==> src/rtl/perf_counter_bank_if.sv <==
// Control/readout bundle for perf_counter_bank: increment, clear, load and
// snapshot controls toward the bank, shadow readout and flags back.
interface perf_counter_bank_if #(
    parameter int DATA_BITS = 32,
    parameter int CHANNELS  = 4
);
    localparam int SEL_BITS = (CHANNELS > 1) ? $clog2(CHANNELS) : 1;

    logic [CHANNELS-1:0]  inc;
    logic                 clr;
    logic                 load;
    logic [SEL_BITS-1:0]  load_sel;
    logic [DATA_BITS-1:0] load_data;
    logic                 snap;
    logic [SEL_BITS-1:0]  rd_sel;
    logic [DATA_BITS-1:0] rd_data;
    logic [CHANNELS-1:0]  ovf;
    logic                 snap_valid;

    modport master (
        output inc, clr, load, load_sel, load_data, snap, rd_sel,
        input  rd_data, ovf, snap_valid
    );

    modport slave (
        input  inc, clr, load, load_sel, load_data, snap, rd_sel,
        output rd_data, ovf, snap_valid
    );
endinterface

==> src/rtl/perf_counter_bank.sv <==
// Bank of independent event counters with per-channel load, sticky overflow,
// and a snapshot/shadow path that is the only way to read counts out.
module perf_counter_bank #(
    parameter int DATA_BITS = 32,
    parameter int CHANNELS  = 4,
    parameter int SATURATE  = 0
) (
    input  logic clk,
    input  logic rst,
    perf_counter_bank_if.slave bus
);
    localparam int SEL_BITS = (CHANNELS > 1) ? $clog2(CHANNELS) : 1;
    localparam logic [DATA_BITS-1:0] ALL_ONES = '1;

    logic [DATA_BITS-1:0] cnt    [CHANNELS];
    logic [DATA_BITS-1:0] shadow [CHANNELS];
    logic [CHANNELS-1:0]  ovf_q;
    logic                 snap_valid_q;
    logic [DATA_BITS-1:0] rd_mux;

    always_ff @(posedge clk or negedge rst) begin
        if (!rst) begin
            for (int i = 0; i < CHANNELS; i++) begin
                cnt[i]    <= '0;
                shadow[i] <= '0;
            end
            ovf_q        <= '0;
            snap_valid_q <= 1'b0;
        end else begin
            for (int i = 0; i < CHANNELS; i++) begin
                // snap samples the pre-edge count, so it wins over a same-edge clr
                if (bus.snap)
                    shadow[i] <= cnt[i];
                else if (bus.clr)
                    shadow[i] <= '0;

                if (bus.clr) begin
                    cnt[i]   <= '0;
                    ovf_q[i] <= 1'b0;
                end else if (bus.load && (bus.load_sel == SEL_BITS'(i))) begin
                    cnt[i]   <= bus.load_data;
                    ovf_q[i] <= 1'b0;
                end else if (bus.inc[i]) begin
                    if (cnt[i] == ALL_ONES) begin
                        ovf_q[i] <= 1'b1;
                        if (SATURATE == 0)
                            cnt[i] <= '0;
                    end else begin
                        cnt[i] <= cnt[i] + DATA_BITS'(1);
                    end
                end
            end

            if (bus.snap)
                snap_valid_q <= 1'b1;
            else if (bus.clr)
                snap_valid_q <= 1'b0;
        end
    end

    // Out-of-range selects fall through to zero rather than aliasing a channel.
    always_comb begin
        rd_mux = '0;
        for (int i = 0; i < CHANNELS; i++) begin
            if (bus.rd_sel == SEL_BITS'(i))
                rd_mux = shadow[i];
        end
    end

    assign bus.rd_data    = rd_mux;
    assign bus.ovf        = ovf_q;
    assign bus.snap_valid = snap_valid_q;
endmodule

==> src/flat_wrapper.sv <==
// flat-port wrapper written by rule: the top's interface ports become plain ports
module perf_counter_bank_flat 
#(
    parameter int DATA_BITS = 32,
    parameter int CHANNELS  = 4,
    parameter int SATURATE  = 0
)
  (clk, rst, bus_inc, bus_clr, bus_load, bus_load_sel, bus_load_data, bus_snap, bus_rd_sel, bus_rd_data, bus_ovf, bus_snap_valid);
  perf_counter_bank_if #(.DATA_BITS(DATA_BITS), .CHANNELS(CHANNELS)) bus_i ();
  input  logic clk;
  input  logic rst;
  input wire logic [$bits(bus_i.inc)-1:0] bus_inc;
  input wire logic [$bits(bus_i.clr)-1:0] bus_clr;
  input wire logic [$bits(bus_i.load)-1:0] bus_load;
  input wire logic [$bits(bus_i.load_sel)-1:0] bus_load_sel;
  input wire logic [$bits(bus_i.load_data)-1:0] bus_load_data;
  input wire logic [$bits(bus_i.snap)-1:0] bus_snap;
  input wire logic [$bits(bus_i.rd_sel)-1:0] bus_rd_sel;
  output wire logic [$bits(bus_i.rd_data)-1:0] bus_rd_data;
  output wire logic [$bits(bus_i.ovf)-1:0] bus_ovf;
  output wire logic [$bits(bus_i.snap_valid)-1:0] bus_snap_valid;
  assign bus_i.inc = bus_inc;
  assign bus_i.clr = bus_clr;
  assign bus_i.load = bus_load;
  assign bus_i.load_sel = bus_load_sel;
  assign bus_i.load_data = bus_load_data;
  assign bus_i.snap = bus_snap;
  assign bus_i.rd_sel = bus_rd_sel;
  assign bus_rd_data = bus_i.rd_data;
  assign bus_ovf = bus_i.ovf;
  assign bus_snap_valid = bus_i.snap_valid;
  perf_counter_bank #(.DATA_BITS(DATA_BITS), .CHANNELS(CHANNELS), .SATURATE(SATURATE)) u_core (.clk(clk), .rst(rst), .bus(bus_i));
endmodule
==> config.mk <==
export PLATFORM = sky130hd
export DESIGN_NAME = perf_counter_bank_flat
export DESIGN_NICKNAME = d
export VERILOG_FILES = /design/src/rtl/perf_counter_bank_if.sv /design/src/rtl/perf_counter_bank.sv /design/src/flat_wrapper.sv
export SDC_FILE = /design/constraint.sdc
export NUM_CORES = 1
export LEC_CHECK = 0
export ABC_AREA = 1
export CAP_MARGIN = 40
export CORE_MARGIN = 3
export CORE_UTILIZATION = 40
export DETAILED_ROUTE_END_ITERATION = 8
export RECOVER_POWER = 100
export SKIP_LAST_GASP = 1
export SYNTH_ARGS = -nofsm -noshare
export SYNTH_HDL_FRONTEND = slang
export SYNTH_SLANG_ARGS = --single-unit
==> constraint.sdc <==
create_clock -name clk -period 5 [get_ports clk]
set_input_delay 0.5 -clock clk [delete_from_list [all_inputs] [get_ports clk]]
set_output_delay 0.5 -clock clk [all_outputs]
set_load 0.005 [all_outputs]
### Yosys cells after proc, flatten, opt, wreduce, memory -nomap -nowiden

Cells that the tools add are included.

* bits of input ports: 45
* word-level logic and storage cells: 89
* output and inout port bits: 37
* flip-flop bits (word level): 261

* equality and inequality tests: 10
* add/subtract/negate cells: 4
* reductions and logical operators: 19
* muxes and demuxes: 43

Operators by type and width (number)
* 32-bit 2-to-1 mux: 25
* 32-bit by 1-bit adder with 32-bit output (second input constant): 4
* 32-bit equality test (second input constant): 4
* 3-bit nonzero test: 8
* 1-bit 2-to-1 mux: 18
* 2-bit equality test (second input constant): 4
* 2-bit AND reduction: 4
* 2-bit by 1-bit equality test with 1-bit output (second input constant): 2
* 1-bit logical AND: 4
* 2-bit zero test: 2
* 2-bit nonzero test: 1

### Depth between registers and ports, before layout

* depth in word-level cells: 5
* mapped depth: 11
* depth with buffers taken out: 11

### Least setup slack after synthesis

Ideal clock, no wire load.

* path kind: input port to output port
* from: input bus_rd_sel[1]
* to: output bus_rd_data[10]
* cell stages on the path: 6
* data required time: 4.500 ns
* arrival time: 1.291 ns
* path slack: 3.209 ns
* path buffers: 1
* cells stage by stage: inv_1 -> nand2_1 -> buf_1 -> nor2_1 -> a221oi_1 -> o21ai_0

* cells in the longest elaborated chain, start to end: 5
* elaborated cells between the ends (all ways): 8
* those cells by class: eq/ne: 3; mux: 4; reduce/logical: 1

Ends and longest elaborated chain
* start, declared: RTL line flat_wrapper.sv:18 `input wire logic [$bits(bus_i.rd_sel)-1:0] bus_rd_sel;`
* 2-bit zero test: RTL line perf_counter_bank.sv:65 `if (bus.rd_sel == SEL_BITS'(i))`
* 32-bit 2-to-1 mux (3 in a row): RTL line perf_counter_bank.sv:65
* 32-bit 2-to-1 mux (*): RTL line perf_counter_bank.sv:65
* end, declared: RTL line flat_wrapper.sv:19 `output wire logic [$bits(bus_i.rd_data)-1:0] bus_rd_data;`

Mark *: on every way between the ends. The rest lies on a longest branch, timed or not.

### Final worst setup path

* from: input bus_rd_sel[0]
* to: output bus_rd_data[12]

The elaborated chain is that of the path after synthesis.

==> flow_summary_export.csv <==
group,metric,value,unit
synth,seq_area_frac_synth,0.423,
routing,finalWirelength,62000,um
place,dp_slack,1.22,ns
cts,h-tree-depth,1,
timing,slew_viol_final,244,
timing,hold_violations,0,
global_routing,overflow,0,
floorplanning,die_height,202,um
cts,cts_tree,"built",
final_layout,antenna_cells,0,
global_routing,grt_pass1_wl,93900,um
place,dpl.hpwl,44000,um
floorplanning,die_x,202,um
timing,setup_viol,0,
worst_setup_path,crit_fanout,19,
final_layout,fillCellCount,3986,
global_routing,grt_use_total,0.300,
timing,tns,0,ns
pwr,ir_drop,0.238,mV
final_layout,syn_to_final_growth,14.0,%
cts,clkLatencyLatePin,0.59,ns
synth,syn_area,15400,sq um
timing,finClkSkew,0.0117,ns
global_routing,grt_max_degree,110,
cts,postCtsSetupBuffers,0,
worst_setup_path,path_class,"input port to output pin",
cts,clkTransAtPathRegs,0.06,ns
worst_setup_path,ff2ff_setup_slack,1.94,ns
worst_setup_path,r2r-end,"u_core.cnt[49]",
pwr,power.leakage,8.08,nW
worst_setup_path,cp-start-kind,"input port",
synth,synth.area.top_cells,"dfrtp_1 (42%), nand2_1 (18%), inv_1 (6.3%)",
floorplanning,die_area,41000,sq um
worst_hold_path,hold_class,"flip-flop to flip-flop",
place,dp_cells,2793,
final_layout,nets,2364,
pwr,power,0.00547,W
cts,hold_buffers,0,
timing,relSlewSlack,-0.928,
routing,dr.pass1.iters,6,
final_layout,fin_area,17600,sq um
flow_run,cap_violations,3,
place,gp_congestion,0.970,
worst_setup_path,critPathRequiredTime,4.50,ns
pwr,power_density,311,nW/um^2
synth,yosysTopAreaCell,"dfrtp_1",
synth,synth_cell_types,31,
routing,vias_per_cell,5.50,
cts,cts_made_buffers,31,
worst_setup_path,worstSetupEndpointType,"output pin",
worst_setup_path,crit_path_start,"bus_rd_sel[0]",
routing,drtIter0Drc,1649,
timing,fmax,0.232,GHz
synth,syn_inst,2271,
synth,yosysMostFrequentCell,"nand2_1",
timing,finalCritPeriodShare,0.862,
synth,yosysTopAreaCellShare,0.423,
timing,fin_crit,4.31,ns
synth,synthFlopType,"dfrtp_1",
floorplanning,start_util,0.408,
routing,postRouteAntennaNets,0,
synth,avgSynthCellArea,6.79,sq um
timing,setup_slack,0.692,ns
synth,ys.warnings.count,0,
global_routing,antenna_found_initial,1,
final_layout,drive_above_1_share,0.0351,
run_status,outcome,"finished, violations left",
worst_setup_path,critical_path.endpoint,"bus_rd_data[12]",
worst_setup_path,reg2reg_depth,10,
floorplanning,rows,71,
routing,via_count,15642,
worst_setup_path,worstPathArrival,3.81,ns
synth,synthArstFlopShare,1.00,
floorplanning,core,37800,sq um
cts,cts_sinks,261,
timing,rsz0062_at_grt,"false",
synth,syn_nets,2320,
cts,cts_buffer_depth,3,
routing,wl_per_cell,21.8,um
place,placed_area,16700,sq um
synth,ys_ff_latch,261,
routing,drc,0,
worst_setup_path,crit-reg2reg-launch,"u_core.cnt[33]",
cts,ctsResizeCount,0,
synth,synth_edf_count,0,
synth,synthTopCellsByCount,"nand2_1 (755), dfrtp_1 (261), inv_1 (258), nor2_1 (202), nand3_1 (170)",
floorplanning,io_pins,82,
cts,clock-root-buffer,"clkbuf_16",
global_routing,grt_pass1_vias,14950,
timing,worst_pin_slew,2.89,ns
place,port_buffers,81,
final_layout,fin_cells,2846,
run_status,violations,"max-capacitance violations, max-slew violations",
-- critical path: stages --
cell and delay, ns:
dlygate4sd3_1 0.61, nand2_1 0.61, clkbuf_1 0.60, nor2_1 0.09
a221oi_1 0.54, o21ai_0 0.20, dlygate4sd3_1 0.63
-- where the power goes --
part,internal [W],switching [W],leakage (nW),total [W]
combinational,0.000229,0.000520,4.04,0.000749
clock,0.00137,0.000943,0.491,0.00232
sequential,0.00225,0.000148,3.55,0.00240
total,0.00386,0.00161,8.08,0.00547
-- area by class of cell --
type / count / area, sq um / area share
multi-input cells: 1651 / 7440 / 0.423
flip-flops and latches: 261 / 6530 / 0.371
inverters: 269 / 1010 / 0.0576
repair buffers: 101 / 952 / 0.0541
clock buffers: 40 / 840 / 0.0477
well taps: 511 / 639 / 0.0363
clock inverters: 13 / 173 / 0.00982
-- flip-flops by register name, summed over array words and instances (netlist names) --
| register | count |
|---|---|
| u_core.bus.snap_valid | 1 |
| u_core.cnt | 128 |
| u_core.shadow | 128 |
| u_core.bus.ovf | 4 |
-- how the worst min path moves through the flow --
| stage | startpoint | end | slack, ns | cells after the start |
|---|---|---|---|---|
| finish | u_core.bus.snap_valid | u_core.bus.snap_valid | 0.49 | 2 |
| global route | u_core.shadow[40] | u_core.shadow[40] | 0.52 | 2 |
| CTS | rst | u_core.shadow[27] | 0.01 | 1 |
| detailed placement | u_core.shadow[40] | u_core.shadow[40] | 0.49 | 2 |
| global placement | u_core.bus.snap_valid | u_core.bus.snap_valid | 0.46 | 2 |
| floorplan | rst | u_core.bus.ovf[0] | 0.20 | 0 |
-- cell families (layout without fill, tap and decap cells) --
group                      count (synthesis)  after routing  share of synthesized area
AOI/OAI and AO/OA                        453            453                      0.158
xor gates and xnor gates                  30             30                     0.0170
adders and majority gates                  4              4                    0.00324
buffers and inverters                    359            423                     0.0900
DFF                                      261            261                      0.423
and+or+nand+nor                         1164           1164                      0.308
-- cell usage in the layout (no fill, tap or decap), types with 4 or more instances in the layout --
cell             count
bufinv_16            4
nor2_4               4
clkbuf_16           31
and2_1               7
o21ai_1              8
nand2_1            758
dlygate4sd3_1       37
inv_1              262
clkdlybuf4s50_1     43
xor2_1              27
nand4_1              4
buf_4                8
nor2_1             207
clkbuf_1            13
dfrtp_1            261
nand3_1            172
a221oi_1            11
inv_2                5
clkinv_2             6
a21oi_1            138
o22ai_1             97
nor2_2               4
o21ai_0            196
ha_1                 4
-- per-layer routing --
layer  track usage  vias to the layer above  share of wire
met5             0                        -              0
met4         0.163                        0          0.063
met3        0.0628                      131          0.083
met2         0.446                      592           0.43
met1         0.411                     7528           0.43
li1              -                     7391              -
-- per-stage QoR --
stage               hold WS [ns]  utilization
floorplan                  0.204            -
global placement           0.457        0.440
detailed placement         0.491        0.442
CTS                       0.0132        0.468
global route               0.523        0.465
finish                     0.489        0.465
(Power assumes the default switching activity.)
